## src/rtl/hd44780_pkg.sv

```systemverilog
// Shared constants, types and helpers for the HD44780 bus receiver.
`timescale 1ns/1ps
package hd44780_pkg;

    localparam logic [7:0] CLR_MASK    = 8'hFF;
    localparam logic [7:0] CLR_MATCH   = 8'h01;
    localparam logic [7:0] HOME_MASK   = 8'hFE;
    localparam logic [7:0] HOME_MATCH  = 8'h02;
    localparam logic [7:0] ENTRY_MASK  = 8'hFC;
    localparam logic [7:0] ENTRY_MATCH = 8'h04;
    localparam logic [7:0] DISP_MASK   = 8'hF8;
    localparam logic [7:0] DISP_MATCH  = 8'h08;
    localparam logic [7:0] SHIFT_MASK  = 8'hF0;
    localparam logic [7:0] SHIFT_MATCH = 8'h10;
    localparam logic [7:0] FUNC_MASK   = 8'hE0;
    localparam logic [7:0] FUNC_MATCH  = 8'h20;
    localparam logic [7:0] CGRAM_MASK  = 8'hC0;
    localparam logic [7:0] CGRAM_MATCH = 8'h40;
    localparam logic [7:0] DDRAM_MASK  = 8'h80;
    localparam logic [7:0] DDRAM_MATCH = 8'h80;

    localparam logic [7:0] ASCII_SPACE = 8'h20;

    localparam logic [6:0] ROW0_BASE = 7'h00;
    localparam logic [6:0] ROW1_BASE = 7'h40;

    typedef enum logic {
        ST_IDLE,
        ST_CLEAR
    } state_t;

    typedef enum logic [3:0] {
        I_NOP,
        I_CLR,
        I_HOME,
        I_ENTRY,
        I_DISP,
        I_SHIFT,
        I_FUNC,
        I_CGRAM,
        I_DDRAM
    } instr_t;

    // Mask/match ranges are disjoint, so the highest set bit selects exactly one.
    function automatic instr_t decode_instr(input logic [7:0] b);
        instr_t t;
        t = I_NOP;
        unique case (1'b1)
            ((b & DDRAM_MASK) == DDRAM_MATCH): t = I_DDRAM;
            ((b & CGRAM_MASK) == CGRAM_MATCH): t = I_CGRAM;
            ((b & FUNC_MASK)  == FUNC_MATCH):  t = I_FUNC;
            ((b & SHIFT_MASK) == SHIFT_MATCH): t = I_SHIFT;
            ((b & DISP_MASK)  == DISP_MATCH):  t = I_DISP;
            ((b & ENTRY_MASK) == ENTRY_MATCH): t = I_ENTRY;
            ((b & HOME_MASK)  == HOME_MATCH):  t = I_HOME;
            ((b & CLR_MASK)   == CLR_MATCH):   t = I_CLR;
            default:                           t = I_NOP;
        endcase
        return t;
    endfunction

    function automatic logic [4:0] ac_step(
        input logic [4:0] ac,
        input logic       id,
        input logic [4:0] last
    );
        if (id)
            return (ac == last) ? 5'd0 : ac + 5'd1;
        return (ac == 5'd0) ? last : ac - 5'd1;
    endfunction

endpackage

```

## src/rtl/hd44780_bus_sync.sv

```systemverilog
// Synchronizer chain for the LCD bus plus EN falling-edge detector.
// o_en exists only when HD44780_RX_READBACK_EN is defined.
`timescale 1ns/1ps
module hd44780_bus_sync #(
    parameter int SYNC_STAGES = 2
) (
    input  logic       CLK_50MHz,
    input  logic       resetn,
    input  logic       i_en,
    input  logic       i_rs,
    input  logic       i_rw,
    input  logic [7:0] i_data,
`ifdef HD44780_RX_READBACK_EN
    output logic       o_en,
`endif
    output logic       o_rs,
    output logic       o_rw,
    output logic [7:0] o_data,
    output logic       o_fall
);

    logic [10:0] r_sync [SYNC_STAGES];
    logic        r_en_d;
    logic        w_en;

    always_ff @(posedge CLK_50MHz or negedge resetn) begin
        if (!resetn) begin
            for (int i = 0; i < SYNC_STAGES; i++)
                r_sync[i] <= '0;
            r_en_d <= 1'b0;
        end else begin
            r_sync[0] <= {i_en, i_rs, i_rw, i_data};
            for (int i = 1; i < SYNC_STAGES; i++)
                r_sync[i] <= r_sync[i-1];
            r_en_d <= w_en;
        end
    end

    assign {w_en, o_rs, o_rw, o_data} = r_sync[SYNC_STAGES-1];
    // RS/DATA come from the same sample that shows EN low.
    assign o_fall = r_en_d & ~w_en;

`ifdef HD44780_RX_READBACK_EN
    assign o_en = w_en;
`endif

endmodule

```

## src/rtl/hd44780_bus_receiver.sv

```systemverilog
// HD44780 bus listener: decodes writes into a 2-row DDRAM shadow.
// Optional bus readback is enabled by HD44780_RX_READBACK_EN.
`timescale 1ns/1ps
module hd44780_bus_receiver
    import hd44780_pkg::*;
#(
    parameter int SYNC_STAGES = 2,
    parameter int COLS        = 16,
    parameter int CLR_CYCLES  = 32
) (
    input  logic       CLK_50MHz,
    input  logic       resetn,
    input  logic       LCD_EN,
    input  logic       LCD_RS,
    input  logic       LCD_RW,
    input  logic [7:0] LCD_DATA,
    input  logic [4:0] rd_addr,
    output logic [7:0] rd_char,
    output logic [4:0] addr_cnt,
    output logic       disp_on,
    output logic       busy,
    output logic       byte_valid,
    output logic       byte_rs,
    output logic [7:0] byte_val,
    output logic       err_addr,
    output logic       err_overrun
`ifdef HD44780_RX_READBACK_EN
    ,
    output logic [7:0] rd_bus_data,
    output logic       rd_bus_oe
`endif
);

    localparam int         DEPTH = 2 * COLS;
    localparam int         CW    = $clog2(CLR_CYCLES) + 1;
    localparam logic [4:0] LAST  = 5'(DEPTH - 1);

    logic         w_rs;
    logic         w_rw;
    logic [7:0]   w_data;
    logic         w_fall;
    logic         w_wr_stb;
    instr_t       w_instr;
    logic [5:0]   w_col;
    logic         w_row;

    state_t       r_state;
    state_t       w_state_nxt;
    logic [CW-1:0] r_clr_cnt;
    logic [CW-1:0] w_cnt_nxt;
    logic [4:0]   r_ac;
    logic [4:0]   w_ac_nxt;
    logic         r_id;
    logic         w_id_nxt;
    logic         r_disp;
    logic         w_disp_nxt;
    logic         r_err_addr;
    logic         r_err_ovr;
    logic         w_set_err_addr;
    logic         w_set_ovr;
    logic         r_bvalid;
    logic         r_brs;
    logic [7:0]   r_bval;
    logic [7:0]   r_rd_char;
    logic         w_we;
    logic [4:0]   w_waddr;
    logic [7:0]   w_wdata;
    logic [7:0]   r_ddram [DEPTH];

`ifdef HD44780_RX_READBACK_EN
    logic         w_en;
    logic         w_rd_stb;
`endif

    hd44780_bus_sync #(
        .SYNC_STAGES (SYNC_STAGES)
    ) u_sync (
        .CLK_50MHz (CLK_50MHz),
        .resetn    (resetn),
        .i_en      (LCD_EN),
        .i_rs      (LCD_RS),
        .i_rw      (LCD_RW),
        .i_data    (LCD_DATA),
`ifdef HD44780_RX_READBACK_EN
        .o_en      (w_en),
`endif
        .o_rs      (w_rs),
        .o_rw      (w_rw),
        .o_data    (w_data),
        .o_fall    (w_fall)
    );

    assign w_wr_stb = w_fall & ~w_rw;
    assign w_instr  = decode_instr(w_data);
    assign w_row    = w_data[6];
    assign w_col    = 6'(w_data[6:0] - (w_row ? ROW1_BASE : ROW0_BASE));

`ifdef HD44780_RX_READBACK_EN
    assign w_rd_stb = w_fall & w_rw;
`endif

    always_comb begin
        w_state_nxt    = r_state;
        w_cnt_nxt      = r_clr_cnt;
        w_ac_nxt       = r_ac;
        w_id_nxt       = r_id;
        w_disp_nxt     = r_disp;
        w_we           = 1'b0;
        w_waddr        = r_ac;
        w_wdata        = w_data;
        w_set_err_addr = 1'b0;
        w_set_ovr      = 1'b0;
        unique case (r_state)
            ST_IDLE: begin
                if (w_wr_stb && w_rs) begin
                    w_we     = 1'b1;
                    w_ac_nxt = ac_step(r_ac, r_id, LAST);
                end else if (w_wr_stb) begin
                    unique case (w_instr)
                        I_DDRAM: begin
                            if (w_col[5:4] != 2'b00)
                                w_set_err_addr = 1'b1;
                            else
                                w_ac_nxt = {w_row, w_col[3:0]};
                        end
                        I_DISP:  w_disp_nxt = w_data[2];
                        I_ENTRY: w_id_nxt   = w_data[1];
                        I_HOME:  w_ac_nxt   = 5'd0;
                        I_CLR: begin
                            w_state_nxt = ST_CLEAR;
                            w_cnt_nxt   = '0;
                        end
                        default: ;
                    endcase
                end
`ifdef HD44780_RX_READBACK_EN
                else if (w_rd_stb && w_rs) begin
                    w_ac_nxt = ac_step(r_ac, r_id, LAST);
                end
`endif
            end
            ST_CLEAR: begin
                if (w_wr_stb)
                    w_set_ovr = 1'b1;
                if (r_clr_cnt < CW'(DEPTH)) begin
                    w_we    = 1'b1;
                    w_waddr = r_clr_cnt[4:0];
                    w_wdata = ASCII_SPACE;
                end
                if (r_clr_cnt == CW'(CLR_CYCLES - 1)) begin
                    w_state_nxt = ST_IDLE;
                    w_ac_nxt    = 5'd0;
                    w_id_nxt    = 1'b1;
                end else begin
                    w_cnt_nxt = r_clr_cnt + 1'b1;
                end
            end
            default: w_state_nxt = ST_IDLE;
        endcase
    end

    always_ff @(posedge CLK_50MHz or negedge resetn) begin
        if (!resetn) begin
            r_state    <= ST_IDLE;
            r_clr_cnt  <= '0;
            r_ac       <= 5'd0;
            r_id       <= 1'b1;
            r_disp     <= 1'b0;
            r_err_addr <= 1'b0;
            r_err_ovr  <= 1'b0;
            r_bvalid   <= 1'b0;
            r_brs      <= 1'b0;
            r_bval     <= 8'h00;
            r_rd_char  <= ASCII_SPACE;
        end else begin
            r_state    <= w_state_nxt;
            r_clr_cnt  <= w_cnt_nxt;
            r_ac       <= w_ac_nxt;
            r_id       <= w_id_nxt;
            r_disp     <= w_disp_nxt;
            r_err_addr <= r_err_addr | w_set_err_addr;
            r_err_ovr  <= r_err_ovr | w_set_ovr;
            r_bvalid   <= w_wr_stb;
            if (w_wr_stb) begin
                r_brs  <= w_rs;
                r_bval <= w_data;
            end
            r_rd_char  <= r_ddram[rd_addr];
        end
    end

    // Shadow memory is intentionally not reset; only Clear Display fills it.
    always_ff @(posedge CLK_50MHz) begin
        if (w_we)
            r_ddram[w_waddr] <= w_wdata;
    end

`ifdef HD44780_RX_READBACK_EN
    always_comb begin
        rd_bus_oe   = 1'b0;
        rd_bus_data = 8'h00;
        if (w_en && w_rw) begin
            rd_bus_oe   = 1'b1;
            rd_bus_data = w_rs ? r_ddram[r_ac]
                               : {(r_state == ST_CLEAR), 2'b00, r_ac};
        end
    end
`endif

    assign rd_char     = r_rd_char;
    assign addr_cnt    = r_ac;
    assign disp_on     = r_disp;
    assign busy        = (r_state == ST_CLEAR);
    assign byte_valid  = r_bvalid;
    assign byte_rs     = r_brs;
    assign byte_val    = r_bval;
    assign err_addr    = r_err_addr;
    assign err_overrun = r_err_ovr;

endmodule
```

## config.mk

```make
export PLATFORM = sky130hd
export DESIGN_NAME = hd44780_bus_receiver
export DESIGN_NICKNAME = d
export VERILOG_FILES = /design/src/rtl/hd44780_pkg.sv /design/src/rtl/hd44780_bus_sync.sv /design/src/rtl/hd44780_bus_receiver.sv
export SDC_FILE = /design/constraint.sdc
export NUM_CORES = 1
export LEC_CHECK = 0
export CORE_ASPECT_RATIO = 0.7
export CORE_MARGIN = 4
export CORE_UTILIZATION = 35
export DETAILED_ROUTE_END_ITERATION = 7
export GPL_ROUTABILITY_DRIVEN = 0
export HOLD_SLACK_MARGIN = 0.06
export SLEW_MARGIN = 20
export SYNTH_ARGS = -nofsm -noshare
export SYNTH_HDL_FRONTEND = slang
export SYNTH_SLANG_ARGS = --single-unit
export TNS_END_PERCENT = 20
```

## constraint.sdc

```tcl
create_clock -name CLK_50MHz -period 2.6 [get_ports CLK_50MHz]
set_clock_uncertainty 0.2 [all_clocks]
set_input_delay 0.39 -clock CLK_50MHz [delete_from_list [all_inputs] [get_ports CLK_50MHz]]
set_output_delay 0.39 -clock CLK_50MHz [all_outputs]
set_load 0.05 [all_outputs]
```

==> results_dict.tcl, run 1 <==
set metrics [dict create \
    synth_edf_count 256 \
    r2r_start "u_sync.o_rw" \
    root_buffer "clkbuf_16" \
    cp_slowest_cell "clkdlybuf4s50_1" \
    crit_buf_inv 1 \
    cts.reportedPaths.clkPinSlew_ns 0.07 \
    tightest_slew_ns 0.7368 \
    crit_end "rd_char[5]" \
    crit_path_max_incr_delay_ns 0.82 \
    required_ns 2.01 \
    ant_nets 0 \
    wl_per_cell_um 21.96 \
    port-buffer-count 44 \
    grt_first_pass_wirelength_um 42270 \
    fmax_mhz 395.1 \
    worstSetupPathDepth 1 \
    dieHeight_um 164.9 \
    syn_inst 643 \
    clkLatencyLatePin_ns 0.56 \
    viasPerCell 5.133 \
    grt.met3_usage_pct 3.483 \
    syn_avg_cell_area_um2 19.13 \
    hold_class "in2reg" \
    crit_fanout 1 \
    async_flop_share_pct 18.21 \
    yosysSeqAreaShare_pct 74.10 \
    met2_usage_pct 22.00 \
    core_area_um2 34660 \
    cts_tree "yes" \
    fp.dieW_um 232.1 \
    antenna_found_initial 0 \
    finalSetupViolCount 0 \
    synthToLayoutAreaGrowth_pct 19.44 \
    timing.final.crit_share_pct 97.36 \
    relSlewSlack_pct 50.88 \
    cp-end-kind "primary output" \
    maxCapViolations 0 \
    synth_area_um2 12300 \
    nets 779 \
    ys.flop_type "edfxtp_1" \
    grt_max_degree 34 \
    top_usage_layer "met1" \
    remaining_drc_errors 0 \
    grt_overflow 0 \
    antenna_cells 0 \
    synth-seq-cells 313 \
    layout-drive-gt1-share_pct 25.51 \
    initial_core_util_pct 35.50 \
    worstReg2RegEnd "r_ddram[28][1]" \
    crit_family "buffers and inverters" \
    crit_arrival_ns 1.94 \
    nFillCells 3106 \
    num_rows 57 \
    hold_viol 0 \
    synth_nets 665 \
    worstSetupPathType "reg2out" \
    final_util_pct 42.40 \
    fin_setup_tns_ns 0 \
    r2r_setup_slack_ns 0.21 \
    io_pins 45 \
    dpl.hpwl_um 17750 \
    peakVddDrop_mv 0.5505 \
    final_cell_mix "edfxtp_1 (256), mux4_2 (64), dfrtp_1 (55), buf_4 (55), nor2_1 (44)" \
    grt_usage_pct 14.68 \
    layout_commonest_cell "edfxtp_1" \
    rsz0062_at_grt "false" \
    first_global_vias 6588 \
    r2r_cells 6 \
    critPathLaunchType "register" \
    outcome "completed" \
    p_leak_nw 4.906 \
    ctsHtreeMaxLevel 1 \
    crit_chain "clkdlybuf4s50_1" \
    synthDistinctLibCells 61 \
    cts_made_buffers 29 \
    power.density_nw_per_um2 747.7 \
    drt_wl_total_um 27490 \
    first_pass_iters 4 \
    dieArea_um2 38260 \
    crit_start "rd_char[5]" \
    num_vias 6427 \
    post-route-min-period_ns 2.531 \
    maxSlewViolCount 0 \
    dr.first_iter.drc_count 474 \
    ys_warn_count 0 \
    cts.sinks 313 \
    clockBufferDepth 3 \
    gr-usage-met1_pct 22.05 \
]
## repair_timing
| item | 4_1_cts | 5_1_grt |
|---|---|---|
| setup endpoints to repair | 1 | 2 |
| hold endpoints to repair | 67 | 0 |
| buffers inserted | 0 | 0 |
| resized for setup | 1 | 2 |
| hold buffers | 12 | 0 |
## sequential cells by signal, indices dropped and copies added, names as in the netlist, 5 cells and up
signal and count:
rd_char 8, byte_val 8, u_sync.r_sync 12, u_sync.o_data 8, addr_cnt 5, r_clr_cnt 6, r_ddram 256
## per-layer routing
layer	vias to the layer above	routed length (um)
li1	2842	-
met1	3372	13090
met2	179	12220
met3	34	1697
met4	0	476
met5	-	0
## cells in the mapped netlist (7+ instances only)
cell type	instances	share of area [%]
nor4_1	8	0.41
nand2_1	12	0.37
nand2b_1	7	0.36
nor2_1	44	1.3
dfrtp_1	55	11
mux2_2	9	0.82
o22ai_1	35	1.8
clkbuf_1	7	0.21
mux2i_1	7	0.57
and2_1	8	0.41
buf_2	11	0.45
mux4_2	64	12
edfxtp_1	256	62
nand3_1	11	0.45
buf_6	10	0.92
inv_1	15	0.46
## final cells by class
class                           count  area [um2]  share of cell area [%]
Clock buffer                       38       789.5                   5.373
Clock inverter                     16       165.2                   1.124
Inverter                           15       56.30                  0.3831
Multi-Input combinational cell    284        2930                   19.94
Sequential cell                   313        9116                   62.04
Tap cell                          472       590.6                   4.019
Timing Repair Buffer              114        1047                   7.126
## logic make-up (layout without fill, tap and decap cells)
logic type	Yosys count	in the layout	share of synthesized area (%)
AOI/OAI and AO/OA	75	75	4.343
xor gates and xnor gates	4	4	0.2848
adders and majority gates	4	4	0.4068
buffers and inverters	46	183	2.136
DFF	313	313	74.10
muxes	80	80	13.11
and+or+nand+nor	121	121	5.624
## metrics by stage
stage | instances | worst slack (ns) | total power, mW | hold WS (ns) | area, um2
after floorplan | 643 | 0.1786 | 6.403 | -0.1056 | 12300
after global routing | 1252 | 0.002527 | 11.41 | 0.07116 | 14700
after global placement | 1185 | 0.1246 | 6.810 | -0.01092 | 13610
after CTS | 1252 | 0.01415 | 11.11 | 0.06633 | 14690
final | 1252 | 0.06869 | 10.99 | 0.08775 | 14700
after detailed placement | 1186 | 0.2406 | 6.814 | -0.01052 | 13620
## how the worst min path moves through the flow
stage	to	cells after the start	slack [ns]	start
finish	u_sync.r_sync[16]	1	0.09	LCD_DATA[5]
global route	u_sync.r_sync[16]	1	0.07	LCD_DATA[5]
CTS	u_sync.r_sync[16]	1	0.07	LCD_DATA[5]
detailed placement	u_sync.r_sync[15]	1	-0.01	resetn
global placement	u_sync.r_sync[15]	1	-0.01	resetn
floorplan	addr_cnt[0]	0	-0.11	resetn
## report_power, final
group          switching (mW)  internal, mW
clock network            1.83          2.44
registers               0.112          5.53
logic                   0.667         0.403
No activity file was read; power rests on OpenSTA's default activity.
==> run 2, diff against run 1 <==
--- a/config.mk
+++ b/config.mk
@@ -11,7 +11,7 @@
 export DETAILED_ROUTE_END_ITERATION = 7
 export GPL_ROUTABILITY_DRIVEN = 0
 export HOLD_SLACK_MARGIN = 0.06
-export SLEW_MARGIN = 20
+export SLEW_MARGIN = 40
 export SYNTH_ARGS = -nofsm -noshare
 export SYNTH_HDL_FRONTEND = slang
 export SYNTH_SLANG_ARGS = --single-unit
==> results_dict.tcl, run 2 (synthesized netlist as in run 1, its figures left out) <==
set metrics [dict create \
    cts_made_buffers 29 \
    post_cts_buffers 0 \
    r2r_start "busy" \
    ant_nets 0 \
    nFillCells 3086 \
    cp-end-kind "primary output" \
    finalSetupViolCount 0 \
    largest-register "r_ddram" \
    reg_top3 "r_ddram x256, u_sync.r_sync x12" \
    io_pins 45 \
    hold_class "in2reg" \
    crit_chain "clkdlybuf4s50_1" \
    seqCellArea_um2 9116 \
    multi_input_area_um2 2935 \
    num_rows 57 \
    holdWs_ns 0.08378 \
    dpl_worst_slack_ns 0.2435 \
    relSlewSlack_pct 53.26 \
    grt_usage_pct 14.56 \
    wl_per_cell_um 21.74 \
    hp-start "LCD_DATA[5]" \
    power.density_nw_per_um2 736.0 \
    crit_family "buffers and inverters" \
    hold_viol 0 \
    crit_buf_inv 1 \
    first_pass_iters 5 \
    grt_first_pass_wirelength_um 41910 \
    initial_core_util_pct 35.50 \
    drt_wl_total_um 27200 \
    clockBufferDepth 3 \
    place_inst 1185 \
    crit_path_max_incr_delay_ns 0.82 \
    crit_fanout 1 \
    post-route-min-period_ns 2.531 \
    dieHeight_um 164.9 \
    nets 778 \
    cts.sinks 313 \
    p_leak_nw 4.889 \
    grt_overflow 0 \
    cts.reportedPaths.clkPinSlew_ns 0.06 \
    required_ns 2.01 \
    worstSetupPathType "reg2out" \
    rsz0062_at_grt "false" \
    antenna_cells 0 \
    fp.dieW_um 232.1 \
    grt_max_degree 34 \
    layout_commonest_cell "edfxtp_1" \
    dr.first_iter.drc_count 518 \
    setup_slack_ns 0.06941 \
    final_cell_mix "edfxtp_1 (256), mux4_2 (64), dfrtp_1 (55)" \
    final_util_pct 42.27 \
    antenna_found_initial 0 \
    synthToLayoutAreaGrowth_pct 19.08 \
    crit_arrival_ns 1.94 \
    clkLatencyLatePin_ns 0.56 \
    tightest_slew_ns 0.7010 \
    outcome "completed" \
    cts_tree "yes" \
    place_area_um2 13610 \
    maxSlewViolCount 0 \
    layout-drive-gt1-share_pct 25.67 \
    timing.final.crit_share_pct 97.33 \
    largest_reg_flops 256 \
    port-buffer-count 44 \
    dpl.hpwl_um 17630 \
    cp_slowest_cell "clkdlybuf4s50_1" \
    root_buffer "clkbuf_16" \
    first_global_vias 6549 \
    critPathLaunchType "register" \
    p_total_mw 10.78 \
    crit_start "rd_char[5]" \
    core_area_um2 34660 \
    ctsHtreeMaxLevel 1 \
    num_vias 6379 \
    peakVddDrop_mv 0.5159 \
    viasPerCell 5.099 \
    final_cell_area_um2 14650 \
    maxCapViolations 0 \
    remaining_drc_errors 0 \
    fin_setup_tns_ns 0 \
    fmax_mhz 395.2 \
    dieArea_um2 38260 \
    fin_cells 1251 \
]
-- run 2: cell types whose count changed in the layout (fill, tap and decap cells not counted), sizes merged --
cell and change:
clkinv +2, inv +1, bufinv -2, buf -1
clkbuf -1
-- run 2: worst paths after layout --
check	end	slack, ns	depth (start not counted)
worst max-delay path	rd_char[5]	0.07	1
worst min-delay path	u_sync.r_sync[16]	0.08	1
worst max register to register	r_ddram[3][4]	0.30	6
worst min register to register	u_sync.o_data[0]	0.14	0
max in group asynchronous	u_sync.r_sync[15]	1.61	3
min in group asynchronous	u_sync.r_sync[16]	0.18	3
-- run 2: cell type report --
type / instances / area share (%)
tap: 472 / 4.031
multi-input combinational: 284 / 20.04
inverter: 15 / 0.3843
clock buffer: 37 / 5.432
clock inverter: 17 / 0.7943
sequential: 313 / 62.23
timing repair buffer: 113 / 7.097
-- run 2: timing repair --
item | in CTS | in global routing
resized for setup | 1 | 2
endpoints found under the setup margin | 1 | 2
endpoints found under the hold margin | 67 | 0
gates cloned | 0 | 0
hold buffers | 12 | 0
pin swaps | 0 | 0
-- run 2: routing by layer --
metal / share of wire [%] / vias up / track usage [%]
met5: 0 / - / 0
met4: 1.5 / 0 / 2.552
met3: 5.8 / 35 / 2.966
met2: 45 / 167 / 21.80
met1: 48 / 3337 / 22.38
li1: - / 2840 / -
-- run 2: power breakdown --
| group | internal (mW) | leakage (nW) | total, mW | switching [mW] |
|---|---|---|---|---|
| logic | 0.403 | 1.46 | 1.07 | 0.667 |
| clock network | 2.26 | 0.446 | 4.07 | 1.81 |
| registers | 5.53 | 2.98 | 5.64 | 0.110 |
| total | 8.20 | 4.89 | 10.8 | 2.58 |
==> run 3, diff against run 2 <==
--- a/config.mk
+++ b/config.mk
@@ -9,6 +9,7 @@
 export CORE_MARGIN = 4
 export CORE_UTILIZATION = 35
 export DETAILED_ROUTE_END_ITERATION = 7
+export DONT_BUFFER_PORTS = 1
 export GPL_ROUTABILITY_DRIVEN = 0
 export HOLD_SLACK_MARGIN = 0.06
 export SLEW_MARGIN = 40
==> results_dict.tcl, run 3 (synthesized netlist as in run 1, its figures left out) <==
set metrics [dict create \
    nets 732 \
    drt_wl_total_um 27970 \
    place_inst 1137 \
    cp-end-kind "register" \
    cts_tree "yes" \
    p_leak_nw 4.715 \
    reg_top3 "r_ddram x256, u_sync.r_sync x12" \
    dpl.hpwl_um 18040 \
    hold_viol 0 \
    antenna_cells 0 \
    critPathLaunchType "register" \
    layout_commonest_cell "edfxtp_1" \
    grt_overflow 0 \
    cts.reportedPaths.clkPinSlew_ns 0.07 \
    cts_made_buffers 30 \
    grt_max_degree 65 \
    fin_cells 1206 \
    tightest_slew_ns 0.6663 \
    p_total_mw 11.01 \
    viasPerCell 5.304 \
    final_cell_area_um2 14260 \
    clkLatencyLatePin_ns 0.56 \
    worstSetupPathType "reg2reg" \
    grt_usage_pct 14.94 \
    peakVddDrop_mv 0.5441 \
    maxSlewViolCount 0 \
    finalSetupViolCount 0 \
    crit_buf_inv 3 \
    antenna_found_initial 1 \
    p_clk_share_pct 40.6 \
    dr.first_iter.drc_count 620 \
    sw_frac_of_total_pct 23.36 \
    hold_class "reg2reg" \
    post-route-min-period_ns 2.374 \
    maxCapViolations 0 \
    wl_per_cell_um 23.19 \
    crit_path_max_incr_delay_ns 0.45 \
    dieHeight_um 164.9 \
    initial_core_util_pct 35.50 \
    first_pass_iters 5 \
    cts.sinks 313 \
    final_cell_mix "edfxtp_1 (256), mux4_2 (64), dfrtp_1 (55)" \
    outcome "completed" \
    worst_path_most_repeated_cell "buf_2" \
    largest-register "r_ddram" \
    io_pins 45 \
    clockBufferDepth 3 \
    layout-drive-gt1-share_pct 26.84 \
    required_ns 2.68 \
    num_vias 6397 \
    dieArea_um2 38260 \
    crit_family "simple AND/OR/NAND/NOR gates" \
    crit_fanout 8 \
    port-buffer-count 0 \
    remaining_drc_errors 0 \
    fp.dieW_um 232.1 \
    crit_arrival_ns 2.45 \
    rsz0062_at_grt "false" \
    synthToLayoutAreaGrowth_pct 15.95 \
    ctsHtreeMaxLevel 1 \
    root_buffer "clkbuf_16" \
    timing.final.crit_share_pct 91.31 \
    largest_reg_flops 256 \
    p_comb_share_pct 6.7 \
    grt_first_pass_wirelength_um 42590 \
    power.density_nw_per_um2 771.6 \
    place_area_um2 13090 \
    pwr-share-seq_pct 52.7 \
    ant_nets 0 \
    first_global_vias 6486 \
    fin_setup_tns_ns 0 \
    fmax_mhz 421.2 \
    relSlewSlack_pct 55.17 \
    num_rows 57 \
    crit_chain "nand4bb_1, nor2_2, a32oi_1, buf_2, buf_2, nor2_1, buf_4" \
    core_area_um2 34660 \
    power_switching_mw 2.571 \
    final_util_pct 41.16 \
    cp_slowest_cell "dfrtp_1" \
    p_int_mw 8.436 \
]
==> run 3: changes by cell type in the layout (fill, tap and decap cells not counted), moves of 2 or more <==
cell	change
clkbuf_8	-4
clkdlybuf4s50_1	-37
clkinv_2	+2
buf_12	-5
bufinv_16	+4
dlymetal6s2s_1	-2
buf_4	-3
clkbuf_1	-3
==> run 3: path summary, 6_finish.rpt <==
| path | startpoint | to | slack, ns | cells after the start |
|---|---|---|---|---|
| setup / recovery | u_sync.r_sync[10] | r_ddram[19][3] | 0.23 | 7 |
| hold / removal | u_sync.r_sync[13] | u_sync.o_data[2] | 0.15 | 0 |
| setup reg to reg | u_sync.r_sync[10] | r_ddram[19][3] | 0.23 | 7 |
| hold reg to reg | u_sync.r_sync[13] | u_sync.o_data[2] | 0.15 | 0 |
| max in group asynchronous | resetn | r_id | 1.63 | 2 |
| min in group asynchronous | resetn | rd_char[0] | 0.23 | 2 |
==> run 3: metrics by stage <==
step                      hold WS, ns  setup WS [ns]
after floorplan               -0.1056         0.1786
after global placement        -0.1008         0.1312
after detailed placement      -0.1012         0.1311
after CTS                      0.1167         0.1278
after global routing           0.1481         0.1253
final                          0.1468         0.2259
==> run 3: power by group through the flow <==
stage / logic [mW] / registers [mW] / clock network, mW
detailed placement: 0.699 / 5.91 / 0
CTS: 0.743 / 5.80 / 4.58
global placement: 0.692 / 5.90 / 0
floorplan: 0.463 / 5.94 / 0
finish: 0.734 / 5.80 / 4.47
global route: 0.795 / 5.81 / 4.83
==> run 3: layout make-up <==
class                      instances  area, um2
clock inverter                    25      270.3
multi-input combinational        284       2937
clock buffer                      31      754.5
tap                              472      590.6
inverter                          15      56.30
fill                            3056      20400
sequential                       313       9116
timing repair buffer              66      540.5
==> run 3: timing repair <==
item | 4_1_cts | 5_1_grt
endpoints found under the setup margin | 0 | 8
endpoints found under the hold margin | 68 | 0
resized for setup | 0 | 1
hold buffers | 13 | 0
setup buffers | 0 | 0
==> run 3: worst register-to-register path, stage by stage, from the launching register on <==
cell and delay, ns:
dfrtp_1 0.45, nand4bb_1 0.27, nor2_2 0.27, a32oi_1 0.24
buf_2 0.21, buf_2 0.15, nor2_1 0.11, buf_4 0.19
==> run 3: metal layers <==
| metal | routed length [um] | part of all wire [%] | global-route usage (%) | vias to the layer above |
|---|---|---|---|---|
| met2 | 12340 | 44 | 22.28 | 292 |
| met1 | 12510 | 45 | 22.10 | 3309 |
| met3 | 2481 | 8.9 | 3.948 | 47 |
| met5 | 7 | 0.025 | 0 | - |
| met4 | 632 | 2.3 | 3.475 | 2 |
| li1 | - | - | - | 2747 |
